$ cat config.mk
export PLATFORM = sky130hd
export DESIGN_NAME = batch_loader
export DESIGN_NICKNAME = d
export VERILOG_FILES = /design/src/rtl/batch_loader.sv
export SDC_FILE = /design/constraint.sdc
export NUM_CORES = 1
export LEC_CHECK = 0
export BUFFER_PORTS_ARGS = -buffer_cell sky130_fd_sc_hd__buf_2
export CORE_ASPECT_RATIO = 2
export CORE_MARGIN = 4
export CORE_UTILIZATION = 35
export CTS_CLUSTER_SIZE = 25
export DETAILED_ROUTE_END_ITERATION = 6
export GPL_ROUTABILITY_DRIVEN = 0
export GPL_TIMING_DRIVEN = 0
export PLACE_DENSITY_LB_ADDON = 0.05
export SETUP_SLACK_MARGIN = 0.1
export SKIP_CTS_REPAIR_TIMING = 1
export SYNTH_ARGS = -nofsm -noshare
export SYNTH_HDL_FRONTEND = slang
export SYNTH_SLANG_ARGS = --single-unit
$ cat constraint.sdc
create_clock -name clock -period 4 [get_ports clock]
set_input_delay 0.8 -clock clock [delete_from_list [all_inputs] [get_ports clock]]
set_output_delay 0.8 -clock clock [all_outputs]
set_load 0.02 [all_outputs]
$ cat src/rtl/batch_loader.sv
// batch_loader: packs a byte stream into 32-bit LE words, writes batches to BRAM port B.
// Optional per-batch XOR checksum byte when BATCH_LOADER_CHECKSUM_EN is defined.
module batch_loader #(
  parameter int WORD_COUNT = 8,
  parameter int CNT_W = $clog2(WORD_COUNT) + 1
) (
  input  logic        clock,
  input  logic        reset,
  input  logic        byte_valid,
  input  logic [7:0]  byte_data,
  output logic        byte_ready,
  input  logic        OutOfData,
  output logic [31:0] addrB,
  output logic [31:0] dataB,
  output logic [3:0]  weB,
  output logic        DONE_WRITING,
  output logic        chk_error
);
  typedef enum logic [2:0] {
    FILL,
    LAST_WR,
    SIGNAL,
    WAIT_BUSY,
    WAIT_FREE
  } state_t;

  state_t state, next;
  logic [1:0] byte_cnt;
  logic [CNT_W-1:0] word_cnt;
  logic [23:0] acc;
  logic take, data_take, word_end, chk_clr;

  assign take = byte_valid & byte_ready;
  assign word_end = data_take & (byte_cnt == 2'd3);

`ifdef BATCH_LOADER_CHECKSUM_EN
  localparam logic [CNT_W-1:0] FULL = CNT_W'(WORD_COUNT);
  logic [7:0] xsum;
  logic chk_take, chk_ok;
  assign chk_take = take & (word_cnt == FULL);
  assign chk_ok = (xsum == byte_data);
  assign data_take = take & ~chk_take;
  assign chk_clr = chk_take & ~chk_ok;
`else
  localparam logic [CNT_W-1:0] LAST = CNT_W'(WORD_COUNT - 1);
  assign data_take = take;
  assign chk_clr = 1'b0;
`endif

  always_ff @(posedge clock) begin
    if (reset) begin
      state <= FILL;
    end else begin
      state <= next;
    end
  end

  always_comb begin
    next = state;
    unique case (state)
      FILL: begin
`ifdef BATCH_LOADER_CHECKSUM_EN
        if (chk_take && chk_ok) next = SIGNAL;
`else
        if (word_end && word_cnt == LAST) next = LAST_WR;
`endif
      end
      LAST_WR:   next = SIGNAL;
      SIGNAL:    next = WAIT_BUSY;
      WAIT_BUSY: if (!OutOfData) next = WAIT_FREE;
      WAIT_FREE: if (OutOfData) next = FILL;
      default:   next = FILL;
    endcase
  end

  always_comb begin
    byte_ready = (state == FILL);
  end

  // The 4th byte bypasses acc straight into the write register.
  always_ff @(posedge clock) begin
    if (reset) begin
      byte_cnt <= '0;
      word_cnt <= '0;
      acc      <= '0;
    end else begin
      if (data_take) begin
        byte_cnt <= byte_cnt + 2'd1;
        case (byte_cnt)
          2'd0:    acc[7:0]   <= byte_data;
          2'd1:    acc[15:8]  <= byte_data;
          2'd2:    acc[23:16] <= byte_data;
          default: ;
        endcase
      end
      if (word_end) word_cnt <= word_cnt + CNT_W'(1);
      if (state == SIGNAL || chk_clr) word_cnt <= '0;
    end
  end

  always_ff @(posedge clock) begin
    if (reset) begin
      addrB <= '0;
      dataB <= '0;
      weB   <= 4'h0;
    end else begin
      weB <= 4'h0;
      if (word_end) begin
        weB   <= 4'hF;
        addrB <= 32'(word_cnt) << 2;
        dataB <= {byte_data, acc};
      end
    end
  end

`ifdef BATCH_LOADER_CHECKSUM_EN
  // Match skips LAST_WR, so the pulse trails SIGNAL by a cycle
  // to keep the 2-cycle latency from the checksum byte.
  always_ff @(posedge clock) begin
    if (reset) begin
      DONE_WRITING <= 1'b0;
      xsum         <= '0;
      chk_error    <= 1'b0;
    end else begin
      DONE_WRITING <= (state == SIGNAL);
      if (state == SIGNAL || chk_clr) begin
        xsum <= '0;
      end else if (data_take) begin
        xsum <= xsum ^ byte_data;
      end
      if (chk_clr) chk_error <= 1'b1;
    end
  end
`else
  always_ff @(posedge clock) begin
    if (reset) begin
      DONE_WRITING <= 1'b0;
    end else begin
      DONE_WRITING <= (next == SIGNAL);
    end
  end

  assign chk_error = 1'b0;
`endif
endmodule

# ---- Yosys cells after proc, flatten, opt, wreduce, memory -nomap -nowiden
# Index checks and enable logic that the tools add are counted.
dict set report classes {
  eq_ne 9
  n_reduce_logical 7
  muxes 5
  n_bitwise 2
  add_sub_neg 2
}
# operator count
set ops {}
lappend ops {{$pmux 3 s5} 1}
lappend ops {{$eq 3x2->1 const B} 3}
lappend ops {{$mux 3} 3}
lappend ops {{$reduce_and 2->1} 3}
lappend ops {{$add 4x1->4 const B} 1}
lappend ops {{$eq 2x2->1 const B} 2}
lappend ops {{$eq 4x3->1 const B} 1}
lappend ops {{$mux 4} 1}
lappend ops {{$eq 3x1->1 const B} 1}
lappend ops {{$eq 3x3->1 const B} 1}
lappend ops {{$logic_not 3->1} 1}
lappend ops {{$add 2x1->2 const B} 1}
lappend ops {{$and 1x1->1} 2}
lappend ops {{$eq 2x1->1 const B} 1}
lappend ops {{$logic_not 2->1} 1}
lappend ops {{$reduce_or 2->1} 1}
lappend ops {{$logic_and 1x1->1} 1}
dict set report word_totals {
  out_inout_bits 71
  in_bits 12
  ff_bits 74
}

# ---- Depth between registers and ports, before layout
# Gate-level depths: netlist of run 1.
dict set report logic_depth {
  ltp_word 7
  depth_mapped 5
  mapped_depth_nobuf 4
}

# ---- Worst setup path after synthesis of run 1
# No wires, ideal clock.
dict set report synth_timing {
  path_type {in2reg}
  startpoint {in byte_valid}
  endpoint {reg word_cnt[2]}
  required_time_ns 3.930
  arrival_ns 1.848
  stages 4
  path_slack_ns 2.082
  setup_ns 0.070
  cell_sequence {or4b_4 > buf_6 > or3_1 > a21oi_1}
}
dict set report synth_via {
  elab_chain_cells 2
}
# element line_no
set synth_lines {}
lappend synth_lines {{from (decl)} 9} ;# input logic byte_valid,
lappend synth_lines {{$and 1x1->1} 33} ;# assign take = byte_valid & byte_ready;
lappend synth_lines {{$and 1x1->1} 34} ;# assign word_end = data_take & (byte_cnt == 2'd3);
lappend synth_lines {{to (signal assigned)} 96} ;# if (word_end) word_cnt <= word_cnt + CNT_W'(1);
lappend synth_lines {{to (decl)} 29} ;# logic [CNT_W-1:0] word_cnt;
# No other way between the ends.
# A chain may end at the register's enable or synchronous reset.

# ---- Final worst setup path of run 1
dict set report layout_timing {
  startpoint {in reset}
  endpoint {reg addrB[3]}
}
# element line_no
set layout_rtl {}
lappend layout_rtl {{from (decl)} 8} ;# input logic reset,
lappend layout_rtl {{to (signal assigned)} 110} ;# addrB <= 32'(word_cnt) << 2;
lappend layout_rtl {{to (decl)} 13} ;# output logic [31:0] addrB,
# No word-level cell between the ends.

==> results list, run 1 <==
* Final Total Pwr: 1.78 mW
* Hold path endpoint: dataB[6]
* Commonest non-fill, non-tap cell in the layout: dfxtp_1
* Synthesized area: 3080 um2
* Total of warnings raised by yosys: 0
- The setup path with the least slack is of type in -> reg.
- Antenna violations before repair: 0
* Fmax: 508 MHz
* Hold path startpoint: acc[6]
* Endpoints failing hold: 0
- Power per standard cell area: 455 nW/um2
* Worst R2R Setup Slack: 2.15 ns
- Final slew viol count: 0
- The tool flagged a number of max-cap violations equal to 0.
- In this run the worst hold path is classified as reg -> reg.
- The region available for standard cell placement spans 8590 um2.
* Relative slew slack: 0.640
* DRC violation count after routing: 0
- The die is 141 um tall.
- TritonCTS built the clock tree.
- No sink is reached through more buffers than the 2 on the longest clock path.
* Number of failing setup endpoints in the final timing report: 0
* Average wire per cell in the routed design: 15.4 um
- During placement, the flow inserted port buffers numbering 53.
* Synthesis-to-layout area growth: 27.2%
- After floorplanning, the core was divided into 48 placement rows.
* Antenna-violating nets left: 0
- 0 antenna diodes ended up in the layout.
* Mean number of vias per cell: 4.72
- GR Overflow Total: 0
- The worst register-to-register path has a depth of 5.
* Number of global-route vias before repair: 2518
* Worst skew pair latency: 0.33 ns
- For this configuration, the core starts out at a cell density of 0.359.
* Dpl hpwl: 6.45 mm
* Setup TNS after final layout: 0 ns
- Gate count after technology mapping: 345
* Global-route wire length before repair: 13.1 mm
- Share of post-route cells with drive strength above 1: 0.244
* Arrival time at the worst endpoint: 2.16 ns
- Counting flops and latches in the post-synthesis netlist gives 71.
- Dividing the final minimum period by the clock period gives 0.492.
- Unrepaired setup endpoints after global routing: false
- Clock period minus final worst setup slack: 1.97 ns
* Drt pass-1 iters: 4
* Clock Skews: 0.00501 ns
- The floorplan step set the die width to 74.4 um.
- Gr usage total: 0.168
* Status: finished clean
* I/O pins: 83
- For this run, the register share of the synthesized area comes to 0.461.
- For the pin with the worst max-slew slack, the measured transition is 0.540 ns.
* DRC violation total after the first TritonRoute iteration: 105
- Category of the worst setup path capture point: register
- Leak: 1.68 nW
* Vias after detailed routing: 2556
- STA classifies the critical path startpoint as an input pin.
* Maximum number of pins on one net before global-route repair: 12
* Syn Area/Cell: 8.94 um2
- Max VDD drop: 0.000307 V
- Die footprint: 10500 um2
- Maximum level of the CTS H-tree: 3
* Number of nets in the layout: 454
* Crit Reg-Reg Endpoint: dataB[4]
* Startpoint of the worst-slack reg-to-reg timing path: byte_cnt[0]
- Cell at the root of the clock tree: clkbuf_16
* Clock transition at path regs: 0.06 ns
* Number of buffers created by CTS: 9
* Worst-path fanout max: 10
* Required time at the endpoint of the critical path: 4.19 ns
- Routed wire length: 8.34 mm
* Clock tree sinks: 71
* Worst Hold Depth: 2
- Counting distinct cell types in the post-synthesis netlist gives 29.
* Commonest cells after routing, fill and taps aside: dfxtp_1, buf_2, a21oi_1
==> critical path, cell delays in order <==
cell and delay, ns:
buf_2 0.12, clkbuf_1 0.31, clkbuf_1 0.36, clkbuf_1 0.47
a21oi_1 0.09
==> through the flow <==
step | setup slack (ns) | std cells | util | hold WS, ns | area [um2]
global placement | 1.63 | 526 | 0.417 | 0.459 | 3580
floorplan | 2.08 | 373 | - | 0.444 | 3190
CTS | 1.97 | 542 | 0.457 | 0.465 | 3920
detailed placement | 1.62 | 526 | 0.417 | 0.458 | 3580
global route | 1.86 | 542 | 0.457 | 0.488 | 3920
finish | 2.03 | 542 | 0.457 | 0.463 | 3920
==> power breakdown <==
part           leakage (nW)  total (mW)  internal (mW)  switching, mW
Clock                 0.169       0.908          0.614          0.293
Combinational         0.938       0.145         0.0538         0.0912
Sequential            0.574       0.731          0.723        0.00849
==> how the worst max path moves through the flow <==
stage,from,end,cells past startpoint
3_3_place_gp,reset,addrB[3],5
6_report,reset,addrB[3],5
2_1_floorplan,byte_valid,word_cnt[2],4
5_1_grt,reset,dataB[29],5
3_5_place_dp,reset,dataB[27],5
4_1_cts,reset,dataB[27],5
==> flip-flops by register name (all words and copies together) (netlist names) <==
name	count
DONE_WRITING	1
acc	24
addrB	4
byte_cnt	2
dataB	32
state	3
weB	1
word_cnt	4
==> cells by family (layout without fill, tap and decap cells) <==
| group | count (synthesis) | count (layout) | share of synthesized area |
|---|---|---|---|
| multiplexers | 24 | 24 | 0.0779 |
| other | 1 | 29 | 0.00122 |
| flip-flops | 71 | 71 | 0.461 |
| AND/OR/NAND/NOR | 96 | 96 | 0.177 |
| adder cells (fa/ha/maj) | 5 | 5 | 0.0203 |
| buffers and inverters | 63 | 132 | 0.120 |
| AO/OA/AOI/OAI | 85 | 85 | 0.143 |
==> layer usage <==
metal | global-route usage | share of wire
met5 | 0 | 0
met2 | 0.310 | 0.57
met1 | 0.173 | 0.36
met4 | 0.0750 | 0.026
met3 | 0.0357 | 0.047
==> synth_stat cells <==
cell	instances	area [um2]
nand4_1	1	6.26
a21oi_1	42	210
nor4b_2	1	15.0
clkbuf_1	23	86.3
inv_2	1	3.75
o21ai_0	39	195
nor2b_1	1	6.26
nand2b_1	35	219
nor3_1	3	15.0
and3b_1	1	8.76
conb_1	1	3.75
a2111oi_0	1	8.76
buf_6	1	11.3
nand3_1	36	180
o32a_1	1	10.0
and2_1	1	6.26
or3_1	3	18.8
and2_0	3	18.8
dfxtp_1	71	1420
o21bai_1	1	7.51
o32ai_1	1	8.76
nand2_1	7	26.3
buf_4	32	240
nor2_1	3	11.3
ha_1	5	62.6
inv_1	2	7.51
or4b_4	1	13.8
buf_2	4	20.0
mux2i_1	24	240
==> layout make-up <==
class	count	area, um2
buffer	60	358
tap	100	125
clock buffer	14	284
timing repair buffer	53	265
fill	875	4670
multi-input combinational	239	1400
sequential	71	1420
clock inverter	2	60.1
inverter	3	11.3
No activity file was read; power rests on OpenSTA's default activity.
==> run 2, diff against run 1 <==
--- a/config.mk
+++ b/config.mk
@@ -5,6 +5,7 @@
 export SDC_FILE = /design/constraint.sdc
 export NUM_CORES = 1
 export LEC_CHECK = 0
+export ABC_AREA = 1
 export BUFFER_PORTS_ARGS = -buffer_cell sky130_fd_sc_hd__buf_2
 export CORE_ASPECT_RATIO = 2
 export CORE_MARGIN = 4
==> constraint.sdc (replaced) <==
create_clock -name clock -period 1.7 [get_ports clock]
set_input_delay 0.34 -clock clock [delete_from_list [all_inputs] [get_ports clock]]
set_output_delay 0.34 -clock clock [all_outputs]
set_load 0.02 [all_outputs]
==> run 2 against run 1 <==
Critical path depth did not move. Sequential share of layout area rose by 0.60 points. Worst setup slack got worse by 1.8 ns. Combinational power rose to 3.0 times the previous value. Core utilization rose by 0.54 points. Final cell count rose by 12%. Total power rose by 130%. Global-route usage fell by 1.8 points. Via count rose by 1.3%. Register-to-register slack got worse by 2.0 ns. Cell area fell by 1.6%. First-iteration DRC count rose by 11%. Critical path type is now reg -> reg. Highest routed layer unchanged.
==> results list, run 2 <==
* Most used flip-flop cell after synthesis: dfxtp_1
* Share of post-route cells with drive strength above 1: 0.239 (-0.00569)
* Total of warnings raised by yosys: 0 (unchanged)
- Final Total Pwr: 4.14 mW (+130%)
- Sort of element at the start of the critical path: register
- The number of library cell types mapped by synthesis came to 23 (-21%).
- Synthesized area: 3030 um2 (-1.6%)
- TritonCTS built the clock tree.
* Max VDD drop: 0.000627 V (+100%)
- The total grt overflow is 0 (unchanged).
- The worst-margin pin slew was 0.646 ns (+0.106 ns).
* Die extent in x: 73.8 um (-0.71%)
- The synthesis-to-finish area growth was 27.2% (about the same).
- The port buffer count was 52 (-1.9%).
- The count of antenna-violating nets left after detailed routing was 0 (unchanged).
* Slowest cell on crit path: dfxtp_1
* Die footprint: 10300 um2 (-1.5%)
* Number of failing setup endpoints in the final timing report: 0 (unchanged)
- The final design area excluding fillers was 3860 um2 (-1.6%).
* Number of nets in the layout: 519 (+14%)
* Max clock buf depth: 2 (unchanged)
* Global-route wire length before repair: 11.8 mm (-10%)
- The required arrival time at the worst endpoint was 1.92 ns (-2.27 ns).
* Crit path largest cell delay: 0.38 ns (-0.09 ns)
* Gr usage total: 0.150 (-0.0180)
- I/O pins: 83 (unchanged)
* Registers with the most flip-flops: dataB: 32 flops, acc: 24 flops
- Clock transition at path regs: 0.05 ns (about the same)
- Unrepaired setup endpoints after global routing: false
- The leakage power summed over all cells is 1.88 nW (+12%).
- Clock tree sinks: 71 (unchanged)
- Area of the core: 8350 um2 (-2.8%)
- Fmax: 661 MHz
* Most numerous cell types in the synthesized netlist: nand2_1, dfxtp_1, nor2_1, a21oi_1, buf_4
- The maximum fanout encountered on the critical timing path came to 10 (unchanged).
- DRC violation total after the first TritonRoute iteration: 117 (+11%)
- Library cell appearing most often on the critical path: nor2_1
* Syn Area/Cell: 7.44 um2 (-17%)
- The top-area cell type share of the netlist area is 0.468 (+0.00741).
- Period utilisation layout: 0.889
- The biggest area contributor in the post-synthesis netlist is dfxtp_1.
- Mean number of vias per cell: 4.28 (-9.3%)
- The pin count of the biggest net entering global routing was 12 (unchanged).
- DRC violation count after routing: 0 (unchanged)
* Worst R2R Setup Slack: 0.19 ns (-1.96 ns)
* Routed wire length: 7.50 mm (-10%)
* Clock Skews: 0.00383 ns (-0.00118 ns)
* Std-Cell Rows: 47 (-2.1%)
- The routed design could run at a clock period as short as 1.51 ns.
- Relative slew slack: 0.570 (-0.0705)
- Setup TNS after final layout: 0 ns (unchanged)
- The share of async-settable or async-resettable flops after synthesis is 0 (unchanged).
- The number of standard cells after synthesis came to 408 (+18%).
* Number of global-route vias before repair: 2380 (-5.5%)
- Classification of the worst-slack hold path: in -> reg
- Final slew viol count: 0 (unchanged)
- The total clock buffers created by CTS is 9 (unchanged).
* Number of inserted filler cells in the final layout: 881 (+0.69%)
* Vias after detailed routing: 2589 (+1.3%)
- The max-cap violation count was 0 (unchanged).
- Traced cell by cell, the critical path runs through nor2_4 -> nand4_1 -> buf_6 -> nor2_1 -> nor2_1.
* Largest register by flop count: dataB
- The number of synthesized register bits was 71 (unchanged).
- Chip height: 140 um (-0.75%)
- In the post-synthesis netlist, the cell with the most instances is nand2_1.
- Cell types occupying the most area after synthesis: dfxtp_1, nand2_1, buf_4
- In the layout the commonest cells are nand2_1, dfxtp_1, buf_2.
- Commonest non-fill, non-tap cell in the layout: nand2_1
* Antenna violations before repair: 0 (unchanged)
* Type of the worst setup path: reg -> reg
* Arrival time at the worst endpoint: 1.73 ns (-0.43 ns)
* Number of diodes: 0 (unchanged)
* Flip-flop count of the largest register, all copies and words added: 32 (unchanged)
- Dpl hpwl: 5.62 mm (-13%)
- Power per standard cell area: 1070 nW/um2 (+140%)
* Sequential fraction of the synthesis area: 0.468 (+0.00741)
- The routed length per placed instance is 12.4 um (-19%).
- Cell at the root of the clock tree: clkbuf_16
- The number of failing hold endpoints at the final stage was 0 (unchanged).
- The initial core utilization was 0.363 (+0.00438).
* Maximum level of the CTS H-tree: 3 (unchanged)
* Category of the worst setup path capture point: register
- The insertion delay to the later sink of the worst-skew pair was 0.33 ns (about the same).
* Drt pass-1 iters: 4 (unchanged)
- The placed instance area is 3520 um2 (-1.6%).
* Status: finished clean
* Count of flip-flops with a built-in enable after synthesis: 0 (unchanged)
==> run 2: cell types whose count changed after synthesis, moves of 3 or more <==
cell	delta
and2_0	-3
buf_6	+6
clkbuf_1	-18
inv_1	+28
mux2i_1	-24
nand2_1	+126
nand2b_1	-35
nand3_1	-32
nand4_1	+3
nor2_1	+51
nor4_1	+3
o21ai_0	-37
or3_1	-3
==> run 2: per-layer routing <==
metal,routed length [um],up-vias,track usage
met5,0,-,0
met4,143,0,0.0630
met3,396,10,0.0390
met2,4010,69,0.266
met1,2950,1122,0.162
li1,-,1388,-
==> run 2: kinds of logic after synthesis <==
kind of cell / after synthesis / share of synthesized area
other: 1 / 0.00124
flip-flops: 71 / 0.468
adder cells (fa/ha/maj): 5 / 0.0206
AO/OA/AOI/OAI: 45 / 0.0755
XOR/XNOR: 1 / 0.00289
buffers and inverters: 82 / 0.162
AND/OR/NAND/NOR: 203 / 0.269
==> run 2: power by group <==
part / total, mW / leakage, nW / internal (mW) / switching (mW)
Sequential: 1.77 / 0.576 / 1.73 / 0.0342
Clock: 1.94 / 0.156 / 1.25 / 0.688
Combinational: 0.431 / 1.15 / 0.161 / 0.270
Total: 4.14 / 1.88 / 3.14 / 0.992
==> run 2: final timing paths <==
kind | start | cells past startpoint | to
max reg2reg | state[1] | 5 | acc[17]
max | state[1] | 5 | acc[17]
min reg2reg | dataB[9] | 2 | dataB[9]
min | OutOfData | 2 | state[2]
==> run 2: cell type report <==
class | instances | area (um2) | area share
tap | 98 | 123 | 0.0318
timing repair buffer | 55 | 283 | 0.0733
multi-input combinational | 283 | 1220 | 0.317
sequential | 71 | 1420 | 0.368
clock inverter | 3 | 40.0 | 0.0104
clock buffer | 13 | 270 | 0.0700
buffer | 50 | 373 | 0.0966
inverter | 32 | 124 | 0.0321
==> run 2: worst max-delay path: cells and delay by family (launching register included) <==
kind	cells	cell delay, ns
AND/OR/NAND/NOR	4	0.76
flip-flops	1	0.38
buffers and inverters	1	0.27
==> run 2: through the flow <==
stage	hold WS (ns)	setup WS, ns	instances	utilization
floorplan	0.418	0.476	436	-
global placement	0.450	0.146	586	0.422
detailed placement	0.450	0.137	586	0.422
CTS	0.198	0.128	602	0.459
global route	0.214	0.0836	605	0.462
finish	0.212	0.188	605	0.462
